## config.mk

```make
export PLATFORM = sky130hd
export DESIGN_NAME = pipe_mem_wb
export DESIGN_NICKNAME = d
export VERILOG_FILES = /design/src/rtl/pipe_mem_wb.sv
export SDC_FILE = /design/constraint.sdc
export NUM_CORES = 1
export LEC_CHECK = 0
export BUFFER_PORTS_ARGS = -buffer_cell sky130_fd_sc_hd__buf_4
export CAP_MARGIN = 20
export CORE_MARGIN = 8
export CORE_UTILIZATION = 45
export CTS_CLUSTER_SIZE = 30
export DETAILED_ROUTE_END_ITERATION = 10
export GPL_ROUTABILITY_DRIVEN = 0
export PLACE_DENSITY = 0.71
export SETUP_SLACK_MARGIN = 0.5
export SLEW_MARGIN = 10
export SYNTH_ARGS = -nofsm -noshare
export SYNTH_HDL_FRONTEND = slang
export SYNTH_SLANG_ARGS = --single-unit
```

## constraint.sdc

```tcl
create_clock -name clk -period 6 [get_ports clk]
set_clock_uncertainty 0.15 [all_clocks]
set_input_delay 0.9 -clock clk [delete_from_list [all_inputs] [get_ports clk]]
set_output_delay 0.9 -clock clk [all_outputs]
set_load 0.03 [all_outputs]
```

## src/rtl/pipe_mem_wb.sv

```systemverilog
// MEM/WB pipeline register: extracts and extends load data, flags misaligned
// loads, and counts instructions as they leave the writeback stage.
module pipe_mem_wb #(
  parameter int CNT_WIDTH = 64
) (
  input  logic                 clk,
  input  logic                 rst,
  input  logic                 StallW,
  input  logic                 FlushW,
  input  logic                 ValidM,
  input  logic                 RegWriteM,
  input  logic [1:0]           ResultSrcM,
  input  logic [4:0]           RdM,
  input  logic [2:0]           Funct3M,
  input  logic [31:0]          ALUResultM,
  input  logic [31:0]          ReadDataM,
  input  logic [31:0]          PCPlus4M,
  output logic                 ValidW,
  output logic                 RegWriteW,
  output logic [1:0]           ResultSrcW,
  output logic [4:0]           RdW,
  output logic [31:0]          ALUResultW,
  output logic [31:0]          ReadDataW,
  output logic [31:0]          PCPlus4W,
  output logic                 LoadMisalignW,
  output logic [CNT_WIDTH-1:0] InstRetW
);

  logic [1:0]  offset_s;
  logic [7:0]  byte_s;
  logic [15:0] half_s;
  logic [31:0] load_data_s;
  logic        misalign_s;

  // Select the addressed byte and halfword out of the aligned memory word.
  always_comb begin
    offset_s = ALUResultM[1:0];
    byte_s   = 8'h00;
    half_s   = 16'h0000;
    case (offset_s)
      2'b00:   byte_s = ReadDataM[7:0];
      2'b01:   byte_s = ReadDataM[15:8];
      2'b10:   byte_s = ReadDataM[23:16];
      2'b11:   byte_s = ReadDataM[31:24];
      default: byte_s = 8'h00;
    endcase
    if (offset_s[1]) begin
      half_s = ReadDataM[31:16];
    end else begin
      half_s = ReadDataM[15:0];
    end
  end

  // Extend the selected field according to the load type; unknown types pass the word through.
  always_comb begin
    load_data_s = ReadDataM;
    case (Funct3M)
      3'b000:  load_data_s = {{24{byte_s[7]}}, byte_s};
      3'b001:  load_data_s = {{16{half_s[15]}}, half_s};
      3'b010:  load_data_s = ReadDataM;
      3'b100:  load_data_s = {24'h000000, byte_s};
      3'b101:  load_data_s = {16'h0000, half_s};
      default: load_data_s = ReadDataM;
    endcase
  end

  // Misalignment only matters for real instructions that consume load data.
  always_comb begin
    misalign_s = 1'b0;
    if (ValidM && (ResultSrcM == 2'b01)) begin
      case (Funct3M)
        3'b001:  misalign_s = offset_s[0];
        3'b101:  misalign_s = offset_s[0];
        3'b010:  misalign_s = (offset_s != 2'b00);
        default: misalign_s = 1'b0;
      endcase
    end else begin
      misalign_s = 1'b0;
    end
  end

  // WB stage register: reset, then bubble, then hold, then capture.
  always_ff @(posedge clk) begin
    if (rst) begin
      ValidW        <= 1'b0;
      RegWriteW     <= 1'b0;
      ResultSrcW    <= 2'b00;
      RdW           <= 5'd0;
      ALUResultW    <= 32'h0000_0000;
      ReadDataW     <= 32'h0000_0000;
      PCPlus4W      <= 32'h0000_0000;
      LoadMisalignW <= 1'b0;
    end else if (FlushW) begin
      ValidW        <= 1'b0;
      RegWriteW     <= 1'b0;
      ResultSrcW    <= 2'b00;
      RdW           <= 5'd0;
      ALUResultW    <= 32'h0000_0000;
      ReadDataW     <= 32'h0000_0000;
      PCPlus4W      <= 32'h0000_0000;
      LoadMisalignW <= 1'b0;
    end else if (!StallW) begin
      ValidW        <= ValidM;
      RegWriteW     <= RegWriteM & ValidM & ~misalign_s;
      ResultSrcW    <= ResultSrcM;
      RdW           <= RdM;
      ALUResultW    <= ALUResultM;
      ReadDataW     <= misalign_s ? 32'h0000_0000 : load_data_s;
      PCPlus4W      <= PCPlus4M;
      LoadMisalignW <= misalign_s;
    end
  end

  // Retired-instruction counter: counts the instruction leaving WB; a flush does not stop it.
  always_ff @(posedge clk) begin
    if (rst) begin
      InstRetW <= {CNT_WIDTH{1'b0}};
    end else if (ValidW && !StallW) begin
      InstRetW <= InstRetW + {{(CNT_WIDTH-1){1'b0}}, 1'b1};
    end
  end

endmodule

```

==> results by stage <==
Synth:
- For this run, the number of Yosys warnings is 0.
- The cell area after synthesis is 7130 sq um.
- The number of instances in the synthesized netlist is 789.
- After synthesis the netlist holds a flip-flop and latch count of 170.
- When the netlist entered floorplanning its net count stood at 902.
- The sequential cell area fraction in the yosys report is 0.477.
- The share of synthesized area in the top cell type comes to 0.477.
- The most used flip-flop cell after synthesis is sky130_fd_sc_hd__dfxtp_1.
- The proportion of register bits with asynchronous set or reset after synthesis is 0.
- The unique cell type count in the Yosys netlist is 45.
- Sorting the synthesized cells by area gives the leading types as sky130_fd_sc_hd__dfxtp_1, sky130_fd_sc_hd__mux2i_1, sky130_fd_sc_hd__nor2_1.
- The number of flops mapped to enable cells by yosys is 0.
- The synthesized design spends more area on one cell type than any other, namely sky130_fd_sc_hd__dfxtp_1.
- In this run the mean area of a mapped cell was ~9.0 sq um.

Routing:
- In the final routed layout, each cell accounts on average for about 18 um.
- The count of routing violations after the opening detailed-route iteration is between 400 and 500.
- The routed design has 22,900 um of wire.
- The residual DRC count is 0.
- The total iterations of the first detailed-routing run is 7.
- For this block, the via count after detailed routing is ~6,800.
- The via count normalized by instance count is 5.31.
- The residual antenna-violating net count after detailed routing is 0.

STA:
- The number of failing hold endpoints at the final stage was 0.
- The relative slew slack is 0.358.
- Based on the critical path, the design can be clocked at up to 0.303 GHz.
- The final max-slew violation count is 0.
- The fraction of the cycle the final worst path needs is 0.550.
- Counting I/O delays and the setup requirement, the final critical path takes 3300 ps.
- The count of final setup violators is 0.
- Setup repair after global routing left no endpoint under its margin.
- The setup TNS is 0 ps.
- The slew of the pin with the lowest slew margin is a little under 1000 ps.

Power and ir drop:
- The leakage component of the power is 4.29 nW.
- The maximum VDD drop is 0.186 mV.
- The combinational power share is 0.108.
- The reported net switching power is 614 uW.
- Power spread over the standard cell area amounts to 257 nW/um^2.
- Of the total power, the clock network draws 0.436.
- Of the total power, registers draw 0.456.
- Cell internal power was estimated by the tool at about 1.9 mW.
- The switching part of the total power is 0.240.

Final layout:
- The share of layout cells above drive strength 1 is 0.312.
- The count of placed standard cells in the final layout, fillers left out is 1,277.
- The post-route cell area is 9980 sq um.
- For this run, the post-layout net count is 1,162.
- The layout has 1,391 filler cells.
- The repair_antennas step left the layout with diodes totalling 0.
- From synthesis to final layout, the design area changed by 39.9%.

Run:
- Max-cap violations in this run came to 0.

Setup path:
- The cell at the slowest stage of the critical path is sky130_fd_sc_hd__or4b_1.
- The count of buffering cells on the critical path with inverters included is 1.
- Walking the worst path, the cells encountered are buf_4, nand4b_1, or4_4, or4b_1, or4_1, a21oi_1.
- In this run the worst path has a maximum fanout of 34.
- For this run, the slowest stage of the critical path takes 760 ps.
- STA puts the critical path data arrival time at 3500 ps.
- Data on the critical path is required at its endpoint by 6190 ps.
- The cell family with the largest share of critical-path delay is simple AND/OR/NAND/NOR gates.
- The type of element capturing the critical path is a flop.
- The worst setup path is launched from an input port.
- Measured in cells, the most critical reg-to-reg path has a length of 5.
- The critical path is of the in2reg type.
- Counting buffers and inverters, the worst setup path is 6 cells deep.

CTS:
- The number of buffers added to fix hold violations after cts is 0.
- The TritonCTS clock tree is built.
- The library cell used as clock root buffer is sky130_fd_sc_hd__clkbuf_16.
- The insertion delay of the later-clocked pin in the worst-skew pair is 420 ps.
- The maximum level of the CTS H-tree is 4.
- The clock passes through at most 2 buffers.
- The number of gates resized after cts is 0.
- Clock-pin slew was measured on the worst setup and hold paths at ~60 ps.
- The number of setup buffers added after CTS is 0.
- The TritonCTS buffer count is 17.
- The clock sink total is 170.

Global route:
- Across every metal layer, demand over resource in global routing totals 0.222.
- The number of global-route vias before repair came to between 6,000 and 7,000.
- The pin count of the biggest net entering global routing is 78.
- The remaining global-route overflow is 0.
- The number of antenna violations at the first check in global routing is 0.
- The first-pass GRT wire length is 35,500 um.

Place:
- Summed over all nets, the half-perimeter wirelength after detailed placement is 17,100 um.
- The total of buffers placed on input and output ports is 281.
- The placed instance count is ~1,200.
- The placed instances occupy a cell area of about 9400 sq um.

Floorplanning:
- The top-level I/O count is 282.
- In this run the standard cell core region covers 15,700 sq um.
- The number of rows in the core area is 46.
- The effective utilization at floorplan is 0.454.
- The die is 142 um wide.
- The floorplan die area is 20,100 sq um.
- From bottom edge to top edge, the die measures roughly 140 um.

Min path:
- The path type of the worst min-delay path is reg2reg.
- The hold-critical path depth is 2.

Outcome:
- The flow ran to the end, and the final reports show no timing, DRC or antenna violations.
## registers in the layout (all words and copies together) (netlist names)
register	cells
ResultSrcW	2
InstRetW	64
ALUResultW	32
RdW	5
LoadMisalignW	1
ValidW	1
PCPlus4W	32
RegWriteW	1
ReadDataW	32
## synthesized netlist by cell type, drive strengths merged, types with 2 or more instances
| cell type | instances |
|---|---|
| nand2 | 39 |
| nand2b | 2 |
| or4 | 3 |
| nor4b | 2 |
| mux2 | 8 |
| nand3b | 2 |
| inv | 14 |
| nor2 | 127 |
| and2 | 2 |
| or3 | 32 |
| a21oi | 41 |
| mux4 | 2 |
| nand4b | 2 |
| or4b | 2 |
| mux2i | 72 |
| nor2b | 4 |
| and3 | 5 |
| nor4 | 10 |
| o21ai | 63 |
| nor4bb | 2 |
| clkbuf | 39 |
| nor3b | 2 |
| a2bb2oi | 8 |
| dfxtp | 170 |
| o31ai | 2 |
| and3b | 2 |
| nand4 | 26 |
| and4 | 2 |
| xnor2 | 14 |
| xor2 | 21 |
| nand3 | 19 |
| buf | 7 |
| nor3 | 5 |
| o22ai | 14 |
| or2 | 2 |
| a22o | 17 |
## worst paths after layout
path,startpoint,to,slack [ps]
max,StallW,InstRetW[59]$_SDFFE_PP0P_,2700
max reg2reg,InstRetW[3]$_SDFFE_PP0P_,InstRetW[59]$_SDFFE_PP0P_,3060
min reg2reg,ReadDataW[25]$_SDFFE_PP0N_,ReadDataW[25]$_SDFFE_PP0N_,310
min,ReadDataW[25]$_SDFFE_PP0N_,ReadDataW[25]$_SDFFE_PP0N_,310
## cell usage in the layout, fill, tap and decap left out, drive strengths merged, types with 16 or more instances in the layout
cell	count
buf	287
nand2	39
xor2	21
or3	32
inv	16
o21ai	63
nor2	127
a22o	17
mux2i	72
nand3	19
nand4	26
clkbuf	21
a21oi	41
dfxtp	170
## worst register-to-register path, cell delays in order, from the launching register on
cell and delay (ps):
sky130_fd_sc_hd__dfxtp_1 450, sky130_fd_sc_hd__nand4_1 230, sky130_fd_sc_hd__or4_4 660, sky130_fd_sc_hd__or4b_1 770
sky130_fd_sc_hd__or4_1 470, sky130_fd_sc_hd__a21oi_1 140
## cell families (layout without fill, tap and decap cells)
group | count (synthesis) | count (layout) | synth area share
fa+ha+maj | 1 | 1 | 0.00175
xor+xnor | 35 | 35 | 0.0430
flops | 170 | 170 | 0.477
compound gates | 149 | 149 | 0.123
simple gates | 292 | 292 | 0.202
mux | 82 | 82 | 0.120
buf+inv | 60 | 332 | 0.0328
## metal layers
metal,global-route usage,vias up,part of all wire
met3,0.0971,38,0.093
met1,0.249,3177,0.40
met4,0.0842,0,0.028
met2,0.365,235,0.48
met5,0,-,0
li1,-,3325,-
## cell type report
class                   instances  area (sq um)  area share
multi-input cells             559          3500       0.351
repair buffers                287          2150       0.216
inverters                      14          52.6     0.00527
clock inverters                10           143      0.0143
clock buffers                  21           450      0.0451
flip-flops and latches        170          3400       0.341
well taps                     216           270      0.0271
## power by group through the flow
stage / registers, mW / clock network (mW) / logic (mW)
after CTS: 1.17 / 1.14 / 0.277
after global routing: 1.17 / 1.18 / 0.296
after detailed placement: 1.19 / 0 / 0.277
final: 1.17 / 1.12 / 0.276
after global placement: 1.19 / 0 / 0.275
after floorplan: 1.24 / 0 / 0.104
## through the flow
stage / total power, mW / utilization / setup slack (ps) / hold slack, ps
after floorplan: 1.34 / - / 2950 / 435
after global placement: 1.47 / 0.597 / 2310 / 288
after detailed placement: 1.47 / 0.597 / 2270 / 299
after CTS: 2.58 / 0.635 / 2690 / 314
after global routing: 2.65 / 0.635 / 2580 / 326
final: 2.56 / 0.635 / 2700 / 307
Power figures use the tool's default switching activity.
